--- src/rtl/io_pkg.sv ---
// Shared definitions for the I/O register bank: register offsets, KEY_STATUS
// bit positions and the count-saturation helper.
package io_pkg;

    localparam logic [1:0] IO_MS_COUNT   = 2'd0;
    localparam logic [1:0] IO_KEY_DATA   = 2'd1;
    localparam logic [1:0] IO_KEY_STATUS = 2'd2;
    localparam logic [1:0] IO_RANDOM     = 2'd3;

    localparam int STAT_NOT_EMPTY = 0;
    localparam int STAT_FULL      = 1;
    localparam int STAT_OVERFLOW  = 2;
    localparam int STAT_COUNT_LSB = 3;
    localparam int STAT_IRQ_EN    = 6;

    // The status register only has room for a 3-bit occupancy field.
    function automatic logic [2:0] satCount3(input int unsigned c);
        return (c > 7) ? 3'd7 : c[2:0];
    endfunction

endpackage

--- src/rtl/io_key_fifo.sv ---
// Synchronous keyboard FIFO. A pop on an empty FIFO is a no-op; a push into a
// full FIFO is only accepted when a pop frees a slot in the same cycle.
module io_key_fifo #(
    parameter int DEPTH = 4,
    localparam int AW  = $clog2(DEPTH)
) (
    input  logic          clk,
    input  logic          rst_n,
    input  logic          push,
    input  logic          pop,
    input  logic [7:0]    pushData,
    output logic [7:0]    head,
    output logic [AW:0]   count,
    output logic          full,
    output logic          empty
);

    logic [7:0]    mem [DEPTH];
    logic [AW-1:0] wrPtr;
    logic [AW-1:0] rdPtr;
    logic          doPush;
    logic          doPop;

    assign empty  = (count == '0);
    assign full   = (count == (AW+1)'(DEPTH));
    assign doPop  = pop && !empty;
    assign doPush = push && (!full || doPop);
    assign head   = mem[rdPtr];

    always_ff @(posedge clk) begin
        if (doPush) begin
            mem[wrPtr] <= pushData;
        end
    end

    always_ff @(posedge clk) begin
        if (!rst_n) begin
            wrPtr <= '0;
            rdPtr <= '0;
            count <= '0;
        end else begin
            if (doPush) begin
                wrPtr <= wrPtr + AW'(1);
            end
            if (doPop) begin
                rdPtr <= rdPtr + AW'(1);
            end
            case ({doPush, doPop})
                2'b10:   count <= count + (AW+1)'(1);
                2'b01:   count <= count - (AW+1)'(1);
                default: count <= count;
            endcase
        end
    end

endmodule

--- src/rtl/io_device_bank.sv ---
// Memory-mapped I/O bank: millisecond counter, keyboard FIFO with status/irq,
// and a Galois LFSR random source. Reads are combinational.
module io_device_bank
    import io_pkg::*;
#(
    parameter int          CLK_PER_MS = 50000,
    parameter int          FIFO_DEPTH = 4,
    parameter logic [31:0] LFSR_POLY  = 32'h80200003
) (
    input  logic        clk,
    input  logic        rst_n,
    input  logic        en,
    input  logic [3:0]  addr,
    input  logic        mem_read,
    input  logic        mem_write,
    input  logic [31:0] wdata,
    output logic [31:0] rdata,
    input  logic        key_valid,
    input  logic [7:0]  key_code,
    output logic        irq
);

    localparam int PW = $clog2(CLK_PER_MS);
    localparam int AW = $clog2(FIFO_DEPTH);
    localparam logic [PW-1:0] PRE_LAST = PW'(CLK_PER_MS - 1);

    logic [1:0]    regSel;
    logic          wrEn;
    logic          rdEn;
    logic          msWrite;
    logic          statusWrite;
    logic          lfsrWrite;
    logic          keyPop;
    logic          ovfSet;
    logic          unusedAddrBits;

    logic [PW-1:0] prescaler;
    logic [31:0]   msCount;
    logic [31:0]   lfsr;
    logic          overflow;
    logic          irqEn;
    logic [31:0]   statusWord;

    logic [7:0]    fifoHead;
    logic [AW:0]   fifoCount;
    logic          fifoFull;
    logic          fifoEmpty;

    assign regSel         = addr[3:2];
    assign unusedAddrBits = ^addr[1:0];

    // A simultaneous read+write strobe is treated as a write only: no pop.
    assign wrEn        = en && mem_write;
    assign rdEn        = en && mem_read && !mem_write;
    assign msWrite     = wrEn && (regSel == IO_MS_COUNT);
    assign statusWrite = wrEn && (regSel == IO_KEY_STATUS);
    assign lfsrWrite   = wrEn && (regSel == IO_RANDOM);
    assign keyPop      = rdEn && (regSel == IO_KEY_DATA);

    // key_valid is a fire-and-forget strobe with no ready: a code arriving at a
    // full FIFO with no same-cycle pop is dropped and latches overflow.
    assign ovfSet = key_valid && fifoFull && !keyPop;

    io_key_fifo #(.DEPTH(FIFO_DEPTH)) keyFifo (
        .clk      (clk),
        .rst_n    (rst_n),
        .push     (key_valid),
        .pop      (keyPop),
        .pushData (key_code),
        .head     (fifoHead),
        .count    (fifoCount),
        .full     (fifoFull),
        .empty    (fifoEmpty)
    );

    always_ff @(posedge clk) begin
        if (!rst_n) begin
            prescaler <= '0;
            msCount   <= '0;
        end else if (msWrite) begin
            prescaler <= '0;
            msCount   <= '0;
        end else if (prescaler == PRE_LAST) begin
            prescaler <= '0;
            msCount   <= msCount + 32'd1;
        end else begin
            prescaler <= prescaler + PW'(1);
        end
    end

    always_ff @(posedge clk) begin
        if (!rst_n) begin
            overflow <= 1'b0;
            irqEn    <= 1'b0;
            irq      <= 1'b0;
        end else begin
            if (statusWrite) begin
                irqEn <= wdata[STAT_IRQ_EN];
            end
            // A drop in the same cycle as a clear must still be reported.
            if (ovfSet) begin
                overflow <= 1'b1;
            end else if (statusWrite && wdata[STAT_OVERFLOW]) begin
                overflow <= 1'b0;
            end
            irq <= irqEn && !fifoEmpty;
        end
    end

    always_ff @(posedge clk) begin
        if (!rst_n) begin
            lfsr <= 32'h1;
        end else if (lfsrWrite) begin
            lfsr <= (wdata == '0) ? 32'h1 : wdata;
        end else begin
            lfsr <= lfsr[0] ? ((lfsr >> 1) ^ LFSR_POLY) : (lfsr >> 1);
        end
    end

    always_comb begin
        statusWord                          = '0;
        statusWord[STAT_NOT_EMPTY]          = !fifoEmpty;
        statusWord[STAT_FULL]               = fifoFull;
        statusWord[STAT_OVERFLOW]           = overflow;
        statusWord[STAT_COUNT_LSB +: 3]     = satCount3(32'(fifoCount));
        statusWord[STAT_IRQ_EN]             = irqEn;
    end

    always_comb begin
        rdata = '0;
        if (en && mem_read) begin
            case (regSel)
                IO_MS_COUNT:   rdata = msCount;
                IO_KEY_DATA:   rdata = {24'h0, fifoEmpty ? 8'h0 : fifoHead};
                IO_KEY_STATUS: rdata = statusWord;
                default:       rdata = lfsr;
            endcase
        end
    end

endmodule

--- config.mk ---
export PLATFORM = sky130hd
export DESIGN_NAME = io_device_bank
export DESIGN_NICKNAME = d
export VERILOG_FILES = /design/src/rtl/io_pkg.sv /design/src/rtl/io_key_fifo.sv /design/src/rtl/io_device_bank.sv
export SDC_FILE = /design/constraint.sdc
export NUM_CORES = 1
export LEC_CHECK = 0
export ABC_AREA = 0
export BUFFER_PORTS_ARGS = -buffer_cell sky130_fd_sc_hd__buf_2
export CAP_MARGIN = 20
export CORE_ASPECT_RATIO = 2
export CORE_MARGIN = 10
export CORE_UTILIZATION = 55
export DETAILED_ROUTE_END_ITERATION = 6
export PLACE_DENSITY = 0.88
export SYNTH_ARGS = -nofsm -noshare
export SYNTH_HDL_FRONTEND = slang
export SYNTH_HIERARCHICAL = 1
export SYNTH_SLANG_ARGS = --single-unit
--- constraint.sdc ---
create_clock -name clk -period 3.05 [get_ports clk]
set_clock_uncertainty 0.1 [all_clocks]
set_input_delay 0 -clock clk [delete_from_list [all_inputs] [get_ports clk]]
set_output_delay 0 -clock clk [all_outputs]
set_load 0.05 [all_outputs]
Word-level counts from Yosys, hierarchy flattened
Memories as Yosys holds them, arrays and structs flattened. A register that Yosys moved wholly into a read port is not among the register bits.
Index checks and enable logic that the tools add are counted.

storage, ports and cells
  bits in registers = 90
  memory bits (writable) = 32
  input port bits = 50
  output and inout port bits = 33
  word-level logic and storage cells = 63
  memories = 1

memory list
  name         words  bits a word  read ports  clocked after Yosys merged registers in  write ports  line               source
  keyFifo.mem  4      8            1           1                                        1            io_key_fifo.sv:18  logic [7:0] mem [DEPTH];

cells by class
  $add $sub $neg = 6
  eq/ne operators = 7
  mux-type cells = 13
  bitwise logic cells = 2
  reduce and logical (&&, ||, !) cells = 25

operators with widths
  operator                 number
  $mux W32                 4
  $pmux W32 S3             1
  $add A32 B1 Y32 const B  1
  $logic_not A32 Y1        1
  $add A16 B1 Y16 const B  1
  $eq A16 B16 Y1 const B   1
  $logic_and A1 B1 Y1      13
  $mux W8                  1
  $eq A2 B2 Y1 const B     3
  $pmux W3 S2              1
  $add A2 B1 Y2 const B    2
  $eq A2 B1 Y1 const B     2
  $logic_not A1 Y1         4
  $mux W1                  4
  $mux W2                  2
  $not A3 Y4               1
  $reduce_bool A2 Y1       2
  $add A3 B1 Y3 const B    1
  $eq A3 B3 Y1 const B     1
  $logic_not A3 Y1         1
  $reduce_or A3 Y1         1
  $sub A3 B1 Y3 const B    1
  $logic_not A2 Y1         1
  $reduce_or A2 Y1         1
  2 further kinds          2

Longest topological paths before layout
Gate-level depths: netlist (run 1).

  depth after elaboration = 8
  mapped depth = 9
  depth with buffers taken out = 8

Modules after synthesis
Netlist (run 1), hierarchy kept.

by module, submodules not included
  module          instances  cells each  area each (um2)  seq. area each (um2)
  io_device_bank  1          523         4241.6           1661.6
  io_key_fifo     1          109         1721.7           1141.1

Worst setup path after synthesis (run 1)
OpenSTA, ideal clock, no wires.

  path type = input -> register
  start = in addr[3]
  end = reg keyFifo.count[1]
  library setup time = 0.095 ns
  arrival time = 2.131 ns
  required time = 2.855 ns
  path slack = 0.724 ns
  stages on the path = 9
  buffers on the path = 2
  cells stage by stage = clkbuf_1 nor4_1 buf_2 o31ai_1 nand2b_1 fa_1 o21ba_2 o211ai_1 a221oi_1

on the way
  cells in the longest elaborated chain, start to end = 7
  elaborated cells between the ends (all ways) = 9
  classes of those cells = eq/ne: 3; mux: 1; reduce/logical: 5

RTL lines
  what                                               line                  source
  start, declared                                    io_device_bank.sv:13  input logic [3:0] addr,
  $eq A2 B1 Y1 (*)                                   io_device_bank.sv:58  assign keyPop = rdEn && (regSel == IO_KEY_DATA);
  $logic_and A1 B1 Y1 (*)                            io_device_bank.sv:58
  net keyPop                                         io_device_bank.sv:33  logic keyPop;
  $logic_and A1 B1 Y1 (*)                            io_key_fifo.sv:26     assign doPop = pop && !empty;
  $logic_or A1 B1 Y1                                 io_key_fifo.sv:27     assign doPush = push && (!full || doPop);
  $logic_and A1 B1 Y1                                io_key_fifo.sv:27
  $eq A2 B1 Y1 or $eq A2 B2 Y1 (tied branches)       io_key_fifo.sv:48     case ({doPush, doPop})
  $pmux W3 S2 or $reduce_bool A2 Y1 (tied branches)  --
  end signal, assigned                               io_key_fifo.sv:49     2'b10: count <= count + (AW+1)'(1);
  end signal, assigned                               io_key_fifo.sv:50     2'b01: count <= count - (AW+1)'(1);
  end signal, assigned                               io_key_fifo.sv:51     default: count <= count;
  end, declared                                      io_key_fifo.sv:13     output logic [AW:0] count,

The timed path passes the listed nets; every way through them passes the cells marked *.
A chain may end at the register's enable or synchronous reset.

==> out/qor.txt, run 1 <==
EDFF count, synth - 32
share of layout cells above drive strength 1 - 0.1868
maximum number of pins on one net before global-route repair - 41
root buffer cell - clkbuf_16
worst vdd ir - 613.4 µV
synth warn - 6
Area after DPL - 6420 µm²
IO Port Bufs - 80
Clock Power Share - 0.506
leading cell type in the layout, fill and taps excluded - dfxtp_1
async set-reset flop share out of synthesis - 0
clock slew seen by the registers of the worst setup and hold paths - 0.06 ns
syn_nets - 689
worst-skew pair later-pin latency - 0.41 ns
endpoint class of the critical path - output port
Hold Buf Count CTS - 43
sequential share of power - 0.422
critical path class - flip-flop to output port
Detail Route Antenna Nets - 0
Netlist Area Pre-Place - 5963 µm²
Post-DP HPWL - 11,190 µm
nets - 799
outcome - finished, final reports clean
FF+latch count, synth - 124
maximum net fanout on the critical path - 8
DRC violations left - 0
CTS sink count - 124
crit share post-route - 0.8184
final hold violations - 0
Seq/Total Area, Yosys - 0.4700
FP Rows - 53
Synth-to-Final Area Change - 25.51%
full die area - 15,660 µm²
Die W - 93.63 µm
maxcap violations - 0
f_max - 400.6 MHz
Worst Path Required - 2.95 ns
post-CTS setup buffer count - 0
final worst slack - 0.5538 ns
ys flop type - dfxtp_1
Switching Fraction - 0.2297
Worst Hold Class - input port to flip-flop
Iter 0 DRT Violations - 526
Via density - 6.119
distinct cell type count after synthesis - 61
post-synth top area cell - dfxtp_1
drt wl/cell - 19.69 µm
Setup Total Neg Slack - 0 ns
hold slack - 0.03498 ns
Slew headroom - 0.5987
clock tree buffer depth - 2
Worst EP arrival - 2.40 ns
Pint - 0.003226 W
dpl ws - 0.5479 ns
CTS tree - yes
Yosys top cell area share - 0.3089
combinational share of power - 0.072
Setup violations, final - 0
Critical Path Source Type - flip-flop
Cells after Synth - 632
GPL Wtd Cong - 0.8972
synth top area cells - dfxtp_1 31%, edfxtp_1 16%, nand2_1 5.3%
LEAKAGE - 2.722 nW
Pwr Density - 559.5 nW/µm²
most frequent cells in the layout - 92 x dfxtp_1, 84 x nand2_1, 80 x nor2_1, 80 x buf_2, 43 x dlygate4sd3_1
initial antenna violation count - 2
Chip Height - 167.3 µm
Mean Syn Cell Area - 9.435 µm²
Pre-antenna DRT Iters - 5
Final Cell Area - 7485 µm²
initial core utilization - 0.5656
CTS-repair resized insts - 0
first-pass GRT wire length - 28,330 µm
worst-margin pin slew - 0.6019 ns
Overflow after GRT - 0
vias in the first global route - 5,684
final max-slew violation count - 0
fin util - 0.7099
total core area - 10,540 µm²
unrepaired setup endpoints after global routing - no
Inserted Clock Buffers - 17
gr usage total - 0.2256
vias - 5,470
P_sw - 0.0009618 W
H-Tree Depth - 4
Final min period - 2.496 ns
Routed WL - 17,600 µm
io pins - 83
==> metrics by stage <==
stage               std cells  power [W]
floorplan                 632   0.001940
global placement          817   0.002020
detailed placement        817   0.002035
CTS                       892   0.004177
global route              894   0.004296
finish                    894   0.004188
==> layout make-up <==
type	count	area [µm²]
clock buffers	20	469.2
well taps	137	171.4
diodes	2	5.005
repair buffers	132	898.4
inverters	10	37.54
flip-flops and latches	124	2803
clock inverters	12	160.2
multi-input cells	457	2940
fillers	678	3059
==> state kept, by name, summed over array words and instances, names as in the netlist, named ones only <==
signal         flops
lfsr              32
keyFifo/mem       32
keyFifo/rdPtr      2
msCount           32
irq                1
keyFifo/wrPtr      2
irqEn              1
prescaler         16
keyFifo/count      3
overflow           1
==> power groups by stage <==
stage | clock network, W | logic, W | registers, W
floorplan | 0 | 0.000160 | 0.00178
global placement | 0 | 0.000226 | 0.00179
detailed placement | 0 | 0.000237 | 0.00180
CTS | 0.00212 | 0.000289 | 0.00176
global route | 0.00220 | 0.000325 | 0.00177
finish | 0.00212 | 0.000303 | 0.00177
==> cell families (layout without fill, tap and decap cells) <==
logic type                 Yosys count  in the layout  share of synthesized area
AOI/OAI and AO/OA                  107            107                     0.1290
xor gates and xnor gates            42             42                    0.06169
adders and majority gates            7              7                    0.01595
buffers and inverters               51            174                    0.03924
DFF                                124            124                     0.4700
muxes                               16             16                    0.04364
other                                0              2                          0
and+or+nand+nor                    285            285                     0.2405
==> cells in the mapped netlist, types with 6 or more instances <==
cell type and instances:
nor2_1 80, nand3_1 20, xnor2_1 26, a221oi_1 7, and3_1 10, ha_1 6
dfxtp_1 92, nand2_1 84, nand4_1 20, or3_1 7, and4_1 8, and2_1 8
mux2i_1 8, mux4_2 8, inv_1 9, a21oi_1 12, edfxtp_1 32, a21boi_0 29
xor2_1 16, clkbuf_1 27, buf_2 7, a211oi_1 6, a22oi_1 24, nor4_1 12
o21ai_0 11, nor3_1 10
==> worst paths after layout <==
check / cells past startpoint / startpoint / end / slack [ns]
min: 2 / rst_n / lfsr[1] / 0.03
max: 4 / flip-flop / rdata[1] / 0.55
min reg2reg: 1 / prescaler[0] / prescaler[0] / 0.37
max reg2reg: 6 / keyFifo/count[0] / keyFifo/count[1] / 0.75
==> metal layers <==
metal  track usage  wire, µm  vias to the layer above
met5             0         0                        -
met4        0.1296       895                        0
met3       0.06673      1283                       73
met2        0.4078      9591                      311
met1        0.2161      5829                     2590
li1              -         -                     2496
==> worst max-delay path, stage by stage, from the launching register on <==
cell,delay [ns]
dfxtp_1,0.70
mux4_2,0.62
a221oi_1,0.29
a211oi_1,0.12
buf_2,0.25
No activity file was read; power rests on OpenSTA's default activity.
==> run 2: changes to the inputs <==
==> constraint.sdc (replaced) <==
create_clock -name clk -period 2.5 [get_ports clk]
set_clock_uncertainty 0.1 [all_clocks]
set_input_delay 0 -clock clk [delete_from_list [all_inputs] [get_ports clk]]
set_output_delay 0 -clock clk [all_outputs]
set_load 0.05 [all_outputs]
==> run 2 against run 1 <==
  * Largest cell class unchanged
  * Sequential share of layout area decreased by 0.29 points
  * Sequential cell count unchanged
  * Critical path type unchanged
  * Critical path depth increased by 1
  * Highest routed layer unchanged
  * The flow now finishes with violations (DRC)
  * Total power increased by 22%
  * Setup slack got worse by 0.44 ns
==> out/qor.txt, run 2 (synthesized netlist as in run 1, its figures left out) <==
worst-margin pin slew - 0.5450 ns (-0.05684 ns)
WP buf/inv - 1 (unchanged)
Pint - 0.003937 W (+22%)
Iter 0 DRT Violations - 531 (+0.95%)
Clock Power Share - 0.505 (about the same)
CTS sink count - 124 (unchanged)
gr usage total - 0.2266 (+0.001067)
Setup violations, final - 0 (unchanged)
Worst EP arrival - 2.29 ns (-0.11 ns)
Inst Count DP - 822 (+0.61%)
root buffer cell - clkbuf_16
combinational share of power - 0.074 (+0.002)
Synth-to-Final Area Change - 26.56%
Final min period - 2.386 ns
failing checks - DRC
final max-slew violation count - 0 (unchanged)
io pins - 83 (unchanged)
GPL Wtd Cong - 0.9017 (+0.50%)
crit share post-route - 0.9543
initial antenna violation count - 1 (-1)
leading cell type in the layout, fill and taps excluded - dfxtp_1
critical path's slowest cell - dfxtp_1
H-Tree Depth - 4 (unchanged)
Setup Total Neg Slack - 0 ns (unchanged)
fin util - 0.7158 (+0.005933)
first-pass GRT wire length - 28,570 µm (+0.83%)
IO Port Bufs - 80 (unchanged)
Critical Path Source Type - flip-flop
Chip Height - 167.3 µm (unchanged)
FP Rows - 53 (unchanged)
initial core utilization - 0.5656 (unchanged)
crit path cell chain - nor3_2 -> nor2_1 -> a221oi_1 -> a211oi_1 -> buf_2
share of layout cells above drive strength 1 - 0.1942 (+0.007471)
CTS tree - yes
worst vdd ir - 645.2 µV (+5.2%)
f_max - 419.2 MHz
P_sw - 0.001167 W (+21%)
Overflow after GRT - 0 (unchanged)
Detail Route Antenna Nets - 0 (unchanged)
Post-DP HPWL - 11,660 µm (+4.2%)
Via density - 6.229 (+1.8%)
unrepaired setup endpoints after global routing - no
worst-skew pair later-pin latency - 0.42 ns (about the same)
Inserted Clock Buffers - 17 (unchanged)
most frequent cells in the layout - 91 x dfxtp_1, 84 x nand2_1, 80 x nor2_1, 80 x buf_2, 45 x dlygate4sd3_1
maximum number of pins on one net before global-route repair - 40 (-2.4%)
critical path class - flip-flop to output port
filler instances - 692 (+2.1%)
Switching Fraction - 0.2286 (-0.001102)
full die area - 15,660 µm² (unchanged)
crit-path max cell delay - 0.53 ns (-0.17 ns)
LEAKAGE - 2.735 nW (+0.46%)
Pwr Density - 676.2 nW/µm² (+21%)
Pre-antenna DRT Iters - 7 (+2)
sequential share of power - 0.421 (about the same)
Die W - 93.63 µm (unchanged)
outcome - finished with violations
Crit path max-delay family - simple AND/OR/NAND/NOR gates
final hold violations - 0 (unchanged)
Worst Path Required - 2.40 ns (-0.55 ns)
clock tree buffer depth - 2 (unchanged)
vias - 5,612 (+2.6%)
endpoint class of the critical path - output port
drt wl/cell - 19.57 µm (-0.59%)
Power, Total - 0.005104 W (+22%)
maxcap violations - 0 (unchanged)
maximum net fanout on the critical path - 11 (+3)
fin cells - 901 (+0.78%)
nets - 806 (+0.88%)
DRC violations left - 2 (+2)
biggest regs - keyFifo/mem (32), lfsr (32), msCount (32)
Worst Hold Class - input port to flip-flop
total core area - 10,540 µm² (unchanged)
clock slew seen by the registers of the worst setup and hold paths - 0.06 ns (about the same)
vias in the first global route - 5,906 (+3.9%)
Slew headroom - 0.6359 (+0.03714)
Routed WL - 17,630 µm (+0.19%)
-- run 2: metal layers --
layer  global-route usage  part of all wire  vias to the layer above
met3              0.07076             0.070                       92
met1               0.2179              0.34                     2681
met4               0.1468             0.058                        0
met5                    0                 0                        -
li1                     -                 -                     2516
met2               0.3987              0.53                      323
-- run 2: path summary, 6_finish.rpt --
kind | startpoint | to | slack, ns | cells past startpoint
worst min register to register | lfsr[13] | lfsr[12] | 0.38 | 2
worst max register to register | keyFifo/count[2] | keyFifo/count[1] | 0.29 | 6
worst min-delay path | en | lfsr[27] | 0.13 | 5
worst max-delay path | keyFifo/count[2] | rdata[4] | 0.11 | 5
-- run 2: layout make-up --
type | instances | area [µm²] | share of cell area
antenna | 2 | 5.005 | 0.0006631
sequential | 124 | 2804 | 0.3715
multi-input combinational | 457 | 2952 | 0.3911
clock inverter | 15 | 196.4 | 0.02603
tap | 137 | 171.4 | 0.02271
inverter | 10 | 37.54 | 0.004973
clock buffer | 17 | 425.4 | 0.05637
timing repair buffer | 139 | 955.9 | 0.1267
-- run 2: tightest hold or removal path: stages --
cell and delay, ns:
buf_2 0.10, nand3_1 0.07, buf_4 0.24, nand2_1 0.10
a21boi_0 0.06
-- run 2: timing repair --
| action | CTS | global route |
|---|---|---|
| resized for setup | 0 | 3 |
| buffers inserted | 0 | 0 |
| setup endpoints to repair | 0 | 8 |
| hold buffers | 45 | 0 |
| hold endpoints to repair | 72 | 0 |
-- run 2: power groups by stage --
stage               sequential [W]  combinational [W]  clock, W
finish                     0.00215           0.000376   0.00258
global route               0.00215           0.000403   0.00269
CTS                        0.00215           0.000361   0.00260
detailed placement         0.00219           0.000300         0
global placement           0.00219           0.000284         0
floorplan                  0.00217           0.000195         0
-- run 2: stage by stage --
| stage | worst slack (ns) | hold slack (ns) | instance area [µm²] |
|---|---|---|---|
| after global routing | 0.001187 | 0.1689 | 7545 |
| after global placement | 0.3320 | 0.1115 | 6457 |
| after detailed placement | 0.1987 | 0.1187 | 6457 |
| after floorplan | 0.1739 | -0.001131 | 5963 |
| after CTS | 0.02669 | 0.1016 | 7530 |
| final | 0.1144 | 0.1299 | 7547 |
